### src/rtl/gat_pkg.sv
// Shared types and constants for the GAT BRAM load bridge.
package gat_pkg;

    typedef enum logic [2:0] {
        ST_IDLE,
        ST_LOAD,
        ST_START,
        ST_RUN,
        ST_DONE
    } gat_state_e;

    localparam int DEFAULT_TOP_WIDTH = 32;
    localparam int BYTE_ADDR_LSB     = 2;

    // Dataset sizing: counter must hold the full word count, address one less bit.
    localparam int CORA_CNT_W        = 19;
    localparam int CORA_ADDR_W       = 18;
    localparam int CITESEER_CNT_W    = 20;
    localparam int CITESEER_ADDR_W   = 19;

    function automatic logic is_word_aligned(input logic [1:0] byte_lsb);
        return byte_lsb == 2'b00;
    endfunction

endpackage

### src/rtl/gat_bram_load_bridge_if.sv
// PS write channels in, core BRAM write ports out, all channels packed side by side.
interface gat_bram_load_bridge_if #(
    parameter int TOP_WIDTH = 32,
    parameter int NUM_CH    = 3,
    parameter int DATA_W    = 20,
    parameter int ADDR_W    = 18
);
    logic [NUM_CH*TOP_WIDTH-1:0]  s_din;
    logic [NUM_CH-1:0]            s_ena;
    logic [NUM_CH-1:0]            s_wea;
    logic [NUM_CH*(ADDR_W+2)-1:0] s_addr;
    logic [NUM_CH*DATA_W-1:0]     m_din;
    logic [NUM_CH-1:0]            m_ena;
    logic [NUM_CH-1:0]            m_wea;
    logic [NUM_CH*ADDR_W-1:0]     m_addr;

    modport master (output s_din, s_ena, s_wea, s_addr,
                    input  m_din, m_ena, m_wea, m_addr);
    modport slave  (input  s_din, s_ena, s_wea, s_addr,
                    output m_din, m_ena, m_wea, m_addr);
endinterface

### src/rtl/gat_load_channel.sv
// One load channel: accept check, registered core write port, word counter.
module gat_load_channel
    import gat_pkg::*;
#(
    parameter int DATA_W = 20,
    parameter int ADDR_W = 18,
    parameter int CNT_W  = 19
) (
    input  logic              clk,
    input  logic              rst,
    input  logic              clr,
    input  logic              in_load,
    input  logic              active,
    input  logic [CNT_W-1:0]  exp_cnt,
    input  logic [DATA_W-1:0] s_din,
    input  logic              s_ena,
    input  logic              s_wea,
    input  logic [ADDR_W+1:0] s_addr,
    output logic [DATA_W-1:0] m_din,
    output logic              m_ena,
    output logic              m_wea,
    output logic [ADDR_W-1:0] m_addr,
    output logic              load_done,
    output logic              misalign,
    output logic              overrun
);
    logic              wr_req, aligned, room, accept;
    logic [CNT_W-1:0]  cnt_q, cnt_d;
    logic              m_en_q, m_en_d;
    logic [ADDR_W-1:0] m_addr_q, m_addr_d;
    logic [DATA_W-1:0] m_din_q, m_din_d;

    always_comb begin
        wr_req   = s_ena & s_wea;
        aligned  = is_word_aligned(s_addr[1:0]);
        room     = cnt_q < exp_cnt;
        accept   = wr_req & in_load & aligned & room;
        misalign = wr_req & ~aligned;
        // A full channel or any write outside LOAD is an overrun, aligned or not.
        overrun  = wr_req & (~in_load | ~room);
        cnt_d    = clr ? '0 : cnt_q + CNT_W'(accept);
        m_en_d   = accept;
        m_addr_d = accept ? s_addr[ADDR_W+BYTE_ADDR_LSB-1:BYTE_ADDR_LSB] : m_addr_q;
        m_din_d  = accept ? s_din : m_din_q;
    end

    always_ff @(posedge clk or posedge rst) begin
        if (rst) begin
            cnt_q    <= '0;
            m_en_q   <= 1'b0;
            m_addr_q <= '0;
            m_din_q  <= '0;
        end else begin
            cnt_q    <= cnt_d;
            m_en_q   <= m_en_d;
            m_addr_q <= m_addr_d;
            m_din_q  <= m_din_d;
        end
    end

    assign m_ena     = m_en_q;
    assign m_wea     = m_en_q;
    assign m_addr    = m_addr_q;
    assign m_din     = m_din_q;
    assign load_done = active & (cnt_q == exp_cnt);

endmodule

### src/rtl/gat_bram_load_bridge.sv
// PS-to-core BRAM load bridge with run sequencing FSM and feature readback pipe.
module gat_bram_load_bridge
    import gat_pkg::*;
#(
    parameter int TOP_WIDTH   = DEFAULT_TOP_WIDTH,
    parameter int NUM_CH      = 3,
    parameter int DATA_W      = 20,
    parameter int ADDR_W      = 18,
    parameter int CNT_W       = 19,
    parameter int FEAT_W      = 32,
    parameter int FEAT_ADDR_W = 16,
    parameter int RD_LAT      = 2
) (
    input  logic                      clk,
    input  logic                      rst,
    input  logic                      cfg_start,
    input  logic                      cfg_layer,
    input  logic [NUM_CH*CNT_W-1:0]   exp_cnt,
    gat_bram_load_bridge_if.slave     bus,
    output logic [NUM_CH-1:0]         load_done,
    output logic                      core_layer,
    output logic                      core_start,
    input  logic                      core_ready,
    output logic                      busy,
    output logic                      done,
    output logic                      err_misalign,
    output logic                      err_overrun,
    input  logic                      rd_en,
    input  logic [FEAT_ADDR_W+1:0]    rd_addr,
    output logic [FEAT_ADDR_W-1:0]    core_feat_addrb,
    input  logic [FEAT_W-1:0]         core_feat_dout,
    output logic [FEAT_W-1:0]         rd_data,
    output logic                      rd_valid
);
    gat_state_e                state_q, state_d;
    logic [NUM_CH*CNT_W-1:0]   exp_q, exp_d;
    logic                      layer_q, layer_d;
    logic                      err_mis_q, err_mis_d, err_ovr_q, err_ovr_d;
    logic                      cfg_accept, in_load, active;
    logic [NUM_CH-1:0]         load_done_w, mis_w, ovr_w;
    logic [RD_LAT-1:0]         vld_q, vld_d;
    logic                      rd_valid_q, rd_valid_d;
    logic [FEAT_W-1:0]         rd_data_q, rd_data_d;
    logic                      unused_bits;

    // Upper PS data bits and byte-lane address bits are intentionally dropped.
    assign unused_bits = ^{bus.s_din, rd_addr};

    assign in_load = (state_q == ST_LOAD);
    assign active  = (state_q != ST_IDLE);

    for (genvar gi = 0; gi < NUM_CH; gi++) begin : g_ch
        gat_load_channel #(
            .DATA_W (DATA_W),
            .ADDR_W (ADDR_W),
            .CNT_W  (CNT_W)
        ) u_ch (
            .clk       (clk),
            .rst       (rst),
            .clr       (cfg_accept),
            .in_load   (in_load),
            .active    (active),
            .exp_cnt   (exp_q[gi*CNT_W +: CNT_W]),
            .s_din     (bus.s_din[gi*TOP_WIDTH +: DATA_W]),
            .s_ena     (bus.s_ena[gi]),
            .s_wea     (bus.s_wea[gi]),
            .s_addr    (bus.s_addr[gi*(ADDR_W+2) +: ADDR_W+2]),
            .m_din     (bus.m_din[gi*DATA_W +: DATA_W]),
            .m_ena     (bus.m_ena[gi]),
            .m_wea     (bus.m_wea[gi]),
            .m_addr    (bus.m_addr[gi*ADDR_W +: ADDR_W]),
            .load_done (load_done_w[gi]),
            .misalign  (mis_w[gi]),
            .overrun   (ovr_w[gi])
        );
    end

    always_comb begin
        state_d    = state_q;
        cfg_accept = 1'b0;
        core_start = 1'b0;
        case (state_q)
            ST_IDLE, ST_DONE: begin
                if (cfg_start) begin
                    state_d    = ST_LOAD;
                    cfg_accept = 1'b1;
                end
            end
            ST_LOAD:  if (&load_done_w) state_d = ST_START;
            ST_START: begin
                core_start = 1'b1;
                state_d    = ST_RUN;
            end
            ST_RUN:   if (core_ready) state_d = ST_DONE;
            default:  state_d = ST_IDLE;
        endcase

        exp_d     = cfg_accept ? exp_cnt   : exp_q;
        layer_d   = cfg_accept ? cfg_layer : layer_q;
        err_mis_d = ~cfg_accept & (err_mis_q | (|mis_w));
        err_ovr_d = ~cfg_accept & (err_ovr_q | (|ovr_w));

        // Valid travels alongside the core BRAM pipeline; data captured as it emerges.
        vld_d      = RD_LAT'({vld_q, rd_en});
        rd_valid_d = vld_q[RD_LAT-1];
        rd_data_d  = vld_q[RD_LAT-1] ? core_feat_dout : rd_data_q;
    end

    always_ff @(posedge clk or posedge rst) begin
        if (rst) begin
            state_q    <= ST_IDLE;
            exp_q      <= '0;
            layer_q    <= 1'b0;
            err_mis_q  <= 1'b0;
            err_ovr_q  <= 1'b0;
            vld_q      <= '0;
            rd_valid_q <= 1'b0;
            rd_data_q  <= '0;
        end else begin
            state_q    <= state_d;
            exp_q      <= exp_d;
            layer_q    <= layer_d;
            err_mis_q  <= err_mis_d;
            err_ovr_q  <= err_ovr_d;
            vld_q      <= vld_d;
            rd_valid_q <= rd_valid_d;
            rd_data_q  <= rd_data_d;
        end
    end

    assign load_done       = load_done_w;
    assign core_layer      = layer_q;
    assign busy            = (state_q != ST_IDLE) && (state_q != ST_DONE);
    assign done            = (state_q == ST_DONE);
    assign err_misalign    = err_mis_q;
    assign err_overrun     = err_ovr_q;
    assign core_feat_addrb = rd_addr[FEAT_ADDR_W+1:2];
    assign rd_data         = rd_data_q;
    assign rd_valid        = rd_valid_q;

endmodule

### src/flat_wrapper.sv
// flat-port wrapper written by rule: the top's interface ports become plain ports
module gat_bram_load_bridge_flat import gat_pkg::*;
#(
    parameter int TOP_WIDTH   = DEFAULT_TOP_WIDTH,
    parameter int NUM_CH      = 3,
    parameter int DATA_W      = 20,
    parameter int ADDR_W      = 18,
    parameter int CNT_W       = 19,
    parameter int FEAT_W      = 32,
    parameter int FEAT_ADDR_W = 16,
    parameter int RD_LAT      = 2
)
  (clk, rst, cfg_start, cfg_layer, exp_cnt, load_done, core_layer, core_start, core_ready, busy, done, err_misalign, err_overrun, rd_en, rd_addr, core_feat_addrb, core_feat_dout, rd_data, rd_valid, bus_s_din, bus_s_ena, bus_s_wea, bus_s_addr, bus_m_din, bus_m_ena, bus_m_wea, bus_m_addr);
  gat_bram_load_bridge_if #(.TOP_WIDTH(TOP_WIDTH), .NUM_CH(NUM_CH), .DATA_W(DATA_W), .ADDR_W(ADDR_W)) bus_i ();
  input  logic clk;
  input  logic rst;
  input  logic cfg_start;
  input  logic cfg_layer;
  input  logic [NUM_CH*CNT_W-1:0] exp_cnt;
  output logic [NUM_CH-1:0] load_done;
  output logic core_layer;
  output logic core_start;
  input  logic core_ready;
  output logic busy;
  output logic done;
  output logic err_misalign;
  output logic err_overrun;
  input  logic rd_en;
  input  logic [FEAT_ADDR_W+1:0] rd_addr;
  output logic [FEAT_ADDR_W-1:0] core_feat_addrb;
  input  logic [FEAT_W-1:0] core_feat_dout;
  output logic [FEAT_W-1:0] rd_data;
  output logic rd_valid;
  input wire logic [$bits(bus_i.s_din)-1:0] bus_s_din;
  input wire logic [$bits(bus_i.s_ena)-1:0] bus_s_ena;
  input wire logic [$bits(bus_i.s_wea)-1:0] bus_s_wea;
  input wire logic [$bits(bus_i.s_addr)-1:0] bus_s_addr;
  output wire logic [$bits(bus_i.m_din)-1:0] bus_m_din;
  output wire logic [$bits(bus_i.m_ena)-1:0] bus_m_ena;
  output wire logic [$bits(bus_i.m_wea)-1:0] bus_m_wea;
  output wire logic [$bits(bus_i.m_addr)-1:0] bus_m_addr;
  assign bus_i.s_din = bus_s_din;
  assign bus_i.s_ena = bus_s_ena;
  assign bus_i.s_wea = bus_s_wea;
  assign bus_i.s_addr = bus_s_addr;
  assign bus_m_din = bus_i.m_din;
  assign bus_m_ena = bus_i.m_ena;
  assign bus_m_wea = bus_i.m_wea;
  assign bus_m_addr = bus_i.m_addr;
  gat_bram_load_bridge #(.TOP_WIDTH(TOP_WIDTH), .NUM_CH(NUM_CH), .DATA_W(DATA_W), .ADDR_W(ADDR_W), .CNT_W(CNT_W), .FEAT_W(FEAT_W), .FEAT_ADDR_W(FEAT_ADDR_W), .RD_LAT(RD_LAT)) u_core (.clk(clk), .rst(rst), .cfg_start(cfg_start), .cfg_layer(cfg_layer), .exp_cnt(exp_cnt), .bus(bus_i), .load_done(load_done), .core_layer(core_layer), .core_start(core_start), .core_ready(core_ready), .busy(busy), .done(done), .err_misalign(err_misalign), .err_overrun(err_overrun), .rd_en(rd_en), .rd_addr(rd_addr), .core_feat_addrb(core_feat_addrb), .core_feat_dout(core_feat_dout), .rd_data(rd_data), .rd_valid(rd_valid));
endmodule
### config.mk
export PLATFORM = sky130hd
export DESIGN_NAME = gat_bram_load_bridge_flat
export DESIGN_NICKNAME = d
export VERILOG_FILES = /design/src/rtl/gat_pkg.sv /design/src/rtl/gat_bram_load_bridge_if.sv /design/src/rtl/gat_load_channel.sv /design/src/rtl/gat_bram_load_bridge.sv /design/src/flat_wrapper.sv
export SDC_FILE = /design/constraint.sdc
export NUM_CORES = 1
export LEC_CHECK = 0
export ABC_AREA = 1
export BUFFER_PORTS_ARGS = -buffer_cell sky130_fd_sc_hd__buf_2
export CELL_PAD_IN_SITES_DETAIL_PLACEMENT = 1
export CELL_PAD_IN_SITES_GLOBAL_PLACEMENT = 2
export CORE_MARGIN = 5
export CORE_UTILIZATION = 31
export DETAILED_ROUTE_END_ITERATION = 8
export PLACE_DENSITY = 0.91
export SLEW_MARGIN = 20
export SYNTH_ARGS = -nofsm -noshare
export SYNTH_HDL_FRONTEND = slang
export SYNTH_HIERARCHICAL = 1
export SYNTH_SLANG_ARGS = --single-unit
### constraint.sdc
create_clock -name clk -period 4.8 [get_ports clk]
set_clock_uncertainty 0.2 [all_clocks]
set_input_delay 0 -clock clk [delete_from_list [all_inputs] [get_ports clk]]
set_output_delay 0 -clock clk [all_outputs]
set_load 0.005 [all_outputs]
# After elaboration in Yosys (flattened, before gate mapping)
# Cells that the tools add are included.
[word_totals]
reg_bits = 272
latchBits = 0
mem_bits_rw = 0
rom_bits = 0
inputBits = 275
out_inout_bits = 178
wordCells = 94
memories = 0
[classes]
addsub = 3
n_mul = 0
div = 0
order_cmp = 3
n_eq_ne = 11
n_shift = 0
mux = 10
bitwise = 36
n_reduce_logical = 11
[op_table]
columns = ["operator", "count"]
rows = [
  ["adder 19 x 1 -> 19 bit", 3],
  ["== test 19 bit", 3],
  ["less-than comparator 19 bit", 3],
  ["2-to-1 mux 19 bit", 3],
  ["AND 1 bit", 23],
  ["case mux 3 bit (4 select lines)", 1],
  ["2-to-1 mux 3 bit", 3],
  ["inverter 1 bit", 8],
  ["== test 3 x 2 -> 1 bit, second input constant", 2],
  ["logical NOT 2 bit", 3],
  ["AND reduction 3 bit", 2],
  ["OR reduction 3 bit", 2],
  ["bitwise OR 1 bit", 5],
  ["!= test 2 bit, second input constant", 2],
  ["== test 3 x 1 -> 1 bit, second input constant", 1],
  ["== test 3 bit, second input constant", 1],
  ["logical NOT 3 bit", 1],
  ["2-to-1 mux 1 bit", 3],
  ["!= test 3 bit, second input constant", 1],
  ["nonzero test 3 bit", 1],
  ["!= test 2 x 1 -> 1 bit, second input constant", 1],
  ["OR reduction 2 bit", 1],
  ["logical AND 1 bit", 1],
]

# Logic depth before layout (Yosys ltp)
[depth]
depth_word = 7
depth_mapped = 24
depth_no_buf = 22

# By module
# Netlist, hierarchy kept.
[by_module_without_submodules]
columns = ["mod", "n_inst", "cells_each", "area_each_um2"]
rows = [
  ["gat_load_channel", 3, 405, 3223.1],
  ["gat_bram_load_bridge", 1, 374, 3860.0],
]

# Least setup slack after synthesis
# No wires, ideal clock.
[synth_path]
path_type = "reg2reg"
start = "register u_core.g_ch[0].u_ch.cnt_q[18]"
end = "register u_core.g_ch[0].u_ch.cnt_q[16]"
setup_time_ns = 0.119
t_arrival_ns = 2.668
setup_slack_ns = 1.813
stages_incl_launch_ff = 22
path_buffers = 2
period_less_slack_ns = 2.987
path_cell_list = "dfrtp_1 > ha_1 > nand2_2 > inv_1 > nand2_1 > nand2_1 > a21oi_1 > nand4_2 > buf_6 > buf_6 > inv_1 > ha_1 > ha_1 > nand2_1 > inv_1 > nand2_1 > nor2_4 > nand3_1 > nor2_1 > nand3_1 > nand2_1 > nor2_1"
[synth_between]
elab_chain_len = 4
[synth_lines]
columns = ["element", "line", "rtl"]
rows = [
  ["from (decl)", "gat_load_channel.sv:28", "logic [CNT_W-1:0] cnt_q, cnt_d;"],
  ["from (signal assigned)", "gat_load_channel.sv:54", "cnt_q <= cnt_d;"],
  ["less-than comparator 19 bit", "gat_load_channel.sv:36", "room = cnt_q < exp_cnt;"],
  ["AND 1 bit", "gat_load_channel.sv:37", "accept = wr_req & in_load & aligned & room;"],
  ["via u_core.g_ch[0].u_ch.accept", "gat_load_channel.sv:27", "logic wr_req, aligned, room, accept;"],
  ["adder 19 x 1 -> 19 bit", "gat_load_channel.sv:41", "cnt_d = clr ? '0 : cnt_q + CNT_W'(accept);"],
  ["2-to-1 mux 19 bit", "gat_load_channel.sv:41", ""],
  ["via u_core.g_ch[0].u_ch.cnt_d[16]", "gat_load_channel.sv:28", ""],
]
# The timed path passes the listed nets, and every way through them passes these cells.
# A chain may end at the register's enable or synchronous reset.

# Final worst setup path
[layout_path]
start = "register u_core.g_ch[2].u_ch.cnt_q[14]"
end = "register u_core.state_q[2]"
[layout_between]
elab_chain_len = 5
[layout_lines]
columns = ["element", "line", "rtl"]
rows = [
  ["from (decl)", "gat_load_channel.sv:28", ""],
  ["from (signal assigned)", "gat_load_channel.sv:54", ""],
  ["== test 19 bit", "gat_load_channel.sv:65", "assign load_done = active & (cnt_q == exp_cnt);"],
  ["AND 1 bit", "gat_load_channel.sv:65", ""],
  ["AND reduction 3 bit", "gat_bram_load_bridge.sv:89", "ST_LOAD: if (&load_done_w) state_d = ST_START;"],
  ["!= test 2 x 1 -> 1 bit (no line)", "-", ""],
  ["AND reduction 3 bit (no line)", "-", ""],
  ["to (signal assigned)", "gat_bram_load_bridge.sv:120", "state_q <= state_d;"],
  ["to (decl)", "gat_bram_load_bridge.sv:35", "gat_state_e state_q, state_d;"],
]
# No other way between the ends.

==> flow_metrics.env <==
export IMPL_ys_top_cells_by_count="nand2_1 (566), dfrtp_1 (272), inv_1 (160)"
export IMPL_synth_area_mux_share_pct=2.66
export IMPL_syn_inst=1589
export IMPL_synthXorXnorAreaFrac_pct=0.583
export IMPL_die_area_um2=47900
export IMPL_antenna_found_initial=7
export IMPL_fin_nets=2577
export IMPL_syn_to_final_growth_pct=47.7
export IMPL_yosysMostFrequentCell="nand2_1"
export IMPL_min_path_type="in2reg"
export IMPL_numCtsBuffers=36
export IMPL_slew_headroom_pct=36.3
export IMPL_viasPerCell=4.73
export IMPL_crit_family="simple AND/OR/NAND/NOR gates"
export IMPL_status="finished clean"
export IMPL_wl_um=52900
export IMPL_portBuffers=382
export IMPL_clockRootBuffer="clkbuf_16"
export IMPL_route_detailed_drc=0
export IMPL_r2r_start="u_core/g_ch[2].u_ch/cnt_q[14]"
export IMPL_fin_area_um2=20000
export IMPL_synth_fa_ha_area_share_pct=5.83
export IMPL_worst_slew_pin_slew_ns=0.946
export IMPL_critPathLaunchType="flip-flop"
export IMPL_wl_per_cell_um=18.5
export IMPL_synth_edf_count=0
export IMPL_synth_area_leaders="dfrtp_1 (50%), nand2_1 (16%), nand4_1 (6.3%)"
export IMPL_critical_path_startpoint="u_core/g_ch[2].u_ch/cnt_q[14]"
export IMPL_drtIter0Drc=733
export IMPL_finalSetupViolations=0
export IMPL_async_flop_share_pct=100
export IMPL_vias=13523
export IMPL_crit_type="reg2reg"
export IMPL_rows=76
export IMPL_worstPathRequired_ns=5.07
export IMPL_min_period_over_period_pct=79.0
export IMPL_worst_slack_ns=1.01
export IMPL_syn_area_per_cell_um2=8.51
export IMPL_critical_path_max_fanout=5
export IMPL_synth_ff_type="dfrtp_1"
export IMPL_placedInstanceArea_um2=15800
export IMPL_fin_cells=2860
export IMPL_dr_pass1_iters=5
export IMPL_fin_crit_ns=3.79
export IMPL_reg2reg_depth=11
export IMPL_cts_resized_gates=0
export IMPL_core_area_um2=43200
export IMPL_path_cells="ha_1 > nand2_1 > nor2_1 > nand2_2 > nor4_1 > nand3_1 > nand3_1 > nand4_1 > dlygate4sd3_1 > nand2_1 > dlygate4sd3_1"
export IMPL_worstHoldStart="exp_cnt[15]"
export IMPL_cts_tree="done"
export IMPL_cts_clk_slew_worst_paths_ns=0.06
export IMPL_die_h_um=219
export IMPL_critPathBufInv=2
export IMPL_synth_top_area_share_pct=50.3
export IMPL_syn_cell_area_um2=13500
export IMPL_worstSkewPairLatency_ns=0.54
export IMPL_yosysUniqueCellTypes=34
export IMPL_finalSetupTns_ns=0
export IMPL_syn_nets=1927
export IMPL_ys_ff_latch=272
export IMPL_drv_cap=0
export IMPL_grt_overflow_total=0
export IMPL_cts_buffer_depth=3
export IMPL_grt_pass1_vias=15451
export IMPL_pin_count=453
export IMPL_crit_slowest_cell="nor4_1"
export IMPL_hold_depth=4
export IMPL_drive_gt1_share_pct=23.4
export IMPL_post_cts_buffers=0
export IMPL_ys_seq_area_share_pct=50.3
export IMPL_slew_violations=0
export IMPL_p_leak_nw=10.8
export IMPL_grt_pass1_wl_um=83100
export IMPL_r2r_end="u_core/state_q[2]"
export IMPL_synth_compound_area_share_pct=2.97
export IMPL_pre_cts_ws_ns=1.12
export IMPL_synth_largest_area_cell="dfrtp_1"
export IMPL_groute_usage_overall_pct=21.7
export IMPL_fmax_ghz=0.264
export IMPL_htreeDepth=2
export IMPL_peakVddDrop_mv=0.254
export IMPL_gp_congestion=0.805
export IMPL_synth_top_family_by_area="simple AND/OR/NAND/NOR gates"
export IMPL_powerDensity_nw_per_um2=277
export IMPL_fillers=5160
export IMPL_dp_hpwl_um=31100
export IMPL_r2r_setup_slack_ns=1.01
export IMPL_die_w_um=219
export IMPL_rsz0062_at_grt="false"
export IMPL_slowest_delay_ns=0.73
export IMPL_cp_end_kind="flip-flop"
export IMPL_hold_violations=0
export IMPL_grt_max_degree=63
export IMPL_worstPathArrival_ns=4.06
export IMPL_cts_num_sinks=272
export IMPL_post_place_cells=2486
export IMPL_yosys_warnings=6
export IMPL_start_util_pct=31.3
export IMPL_hold_path_end="u_core/exp_q[15]"
export IMPL_synth_simple_area_share_pct=28.8
export IMPL_ant_nets=0
==> logic make-up after synthesis <==
| kind of cell | after synthesis |
|---|---|
| flops | 272 |
| fa+ha+maj | 63 |
| buf+inv | 256 |
| xor+xnor | 9 |
| mux | 32 |
| compound gates | 75 |
| simple gates | 882 |
==> layout make-up <==
cell class	instances	area (µm²)	share of cell area, %
diodes	10	25.0	0.125
clock buffers	52	1050	5.27
clock inverters	12	149	0.745
inverters	167	631	3.16
multi-input cells	1061	5530	27.7
flip-flops and latches	272	6810	34.1
well taps	585	732	3.66
repair buffers	701	5060	25.3
==> worst max-delay path by stage <==
stage	to	slack, ns	cells after the start
floorplan	u_core/g_ch[0].u_ch/cnt_q[16]	1.81	21
global placement	u_core/g_ch[0].u_ch/cnt_q[16]	1.25	22
detailed placement	u_core/g_ch[2].u_ch/cnt_q[16]	1.12	18
CTS	u_core/state_q[2]	1.06	9
global route	u_core/g_ch[2].u_ch/cnt_q[16]	0.67	18
finish	u_core/state_q[2]	1.01	11
==> timing repair <==
action / 4_1_cts / 5_1_grt
hold endpoints to repair: 461 / 0
hold buffers: 300 / 0
setup endpoints to repair: 0 / 0
==> routing by layer <==
metal  GRT usage (%)  vias to the layer above  wire length, µm
li1                -                     6406                -
met1            24.5                     6632            20600
met2            39.8                      336            28000
met3            3.70                      149             1950
met4            9.96                        0             2280
met5               0                        -                0
==> tightest hold or removal path, delay by kind of cell <==
family	cells	cell delay, ns
buffers and inverters	2	0.63
AND/OR/NAND/NOR	2	0.08
==> sequential cells by signal, indices dropped and copies added (netlist names) <==
signal and cells:
u_core/g_ch.u_ch/m_din 60, u_core/exp_q 57, u_core/g_ch.u_ch/cnt_q 57, u_core/g_ch.u_ch/m_addr 54
u_core/rd_data 32, u_core/g_ch.u_ch/m_ena 3, u_core/state_q 3, u_core/vld_q 2
u_core/core_layer 1, u_core/err_misalign 1, u_core/err_overrun 1, u_core/rd_valid 1
==> through the flow <==
stage | utilization (%) | power (mW) | hold WS, ns
finish | 46.3 | 5.54 | 0.0131
global route | 46.3 | 5.75 | 0.00623
CTS | 46.2 | 5.62 | 0.000400
detailed placement | 36.5 | 2.61 | -0.200
global placement | 36.5 | 2.60 | -0.200
floorplan | - | 2.47 | -0.169
==> placed cells by master, fill, tap and decap left out, types with 4 or more instances in the layout <==
| master | n |
|---|---|
| a21o_1 | 4 |
| a21oi_1 | 39 |
| buf_2 | 382 |
| buf_4 | 19 |
| clkbuf_1 | 8 |
| clkbuf_16 | 37 |
| clkbuf_8 | 7 |
| clkinv_2 | 6 |
| dfrtp_1 | 271 |
| diode_2 | 10 |
| dlygate4sd3_1 | 300 |
| ha_1 | 63 |
| inv_1 | 156 |
| inv_2 | 9 |
| mux2_2 | 31 |
| nand2_1 | 566 |
| nand2_2 | 12 |
| nand3_1 | 34 |
| nand3b_1 | 6 |
| nand4_1 | 137 |
| nor2_1 | 99 |
| nor2_4 | 7 |
| o21ai_0 | 24 |
| xor2_1 | 6 |
==> power breakdown <==
part / internal, mW / leakage (nW) / switching, mW
Combinational: 0.268 / 6.58 / 0.171
Sequential: 2.32 / 3.63 / 0.0224
Clock: 1.69 / 0.591 / 1.07
Total: 4.28 / 10.8 / 1.26
Power figures use the tool's default switching activity.
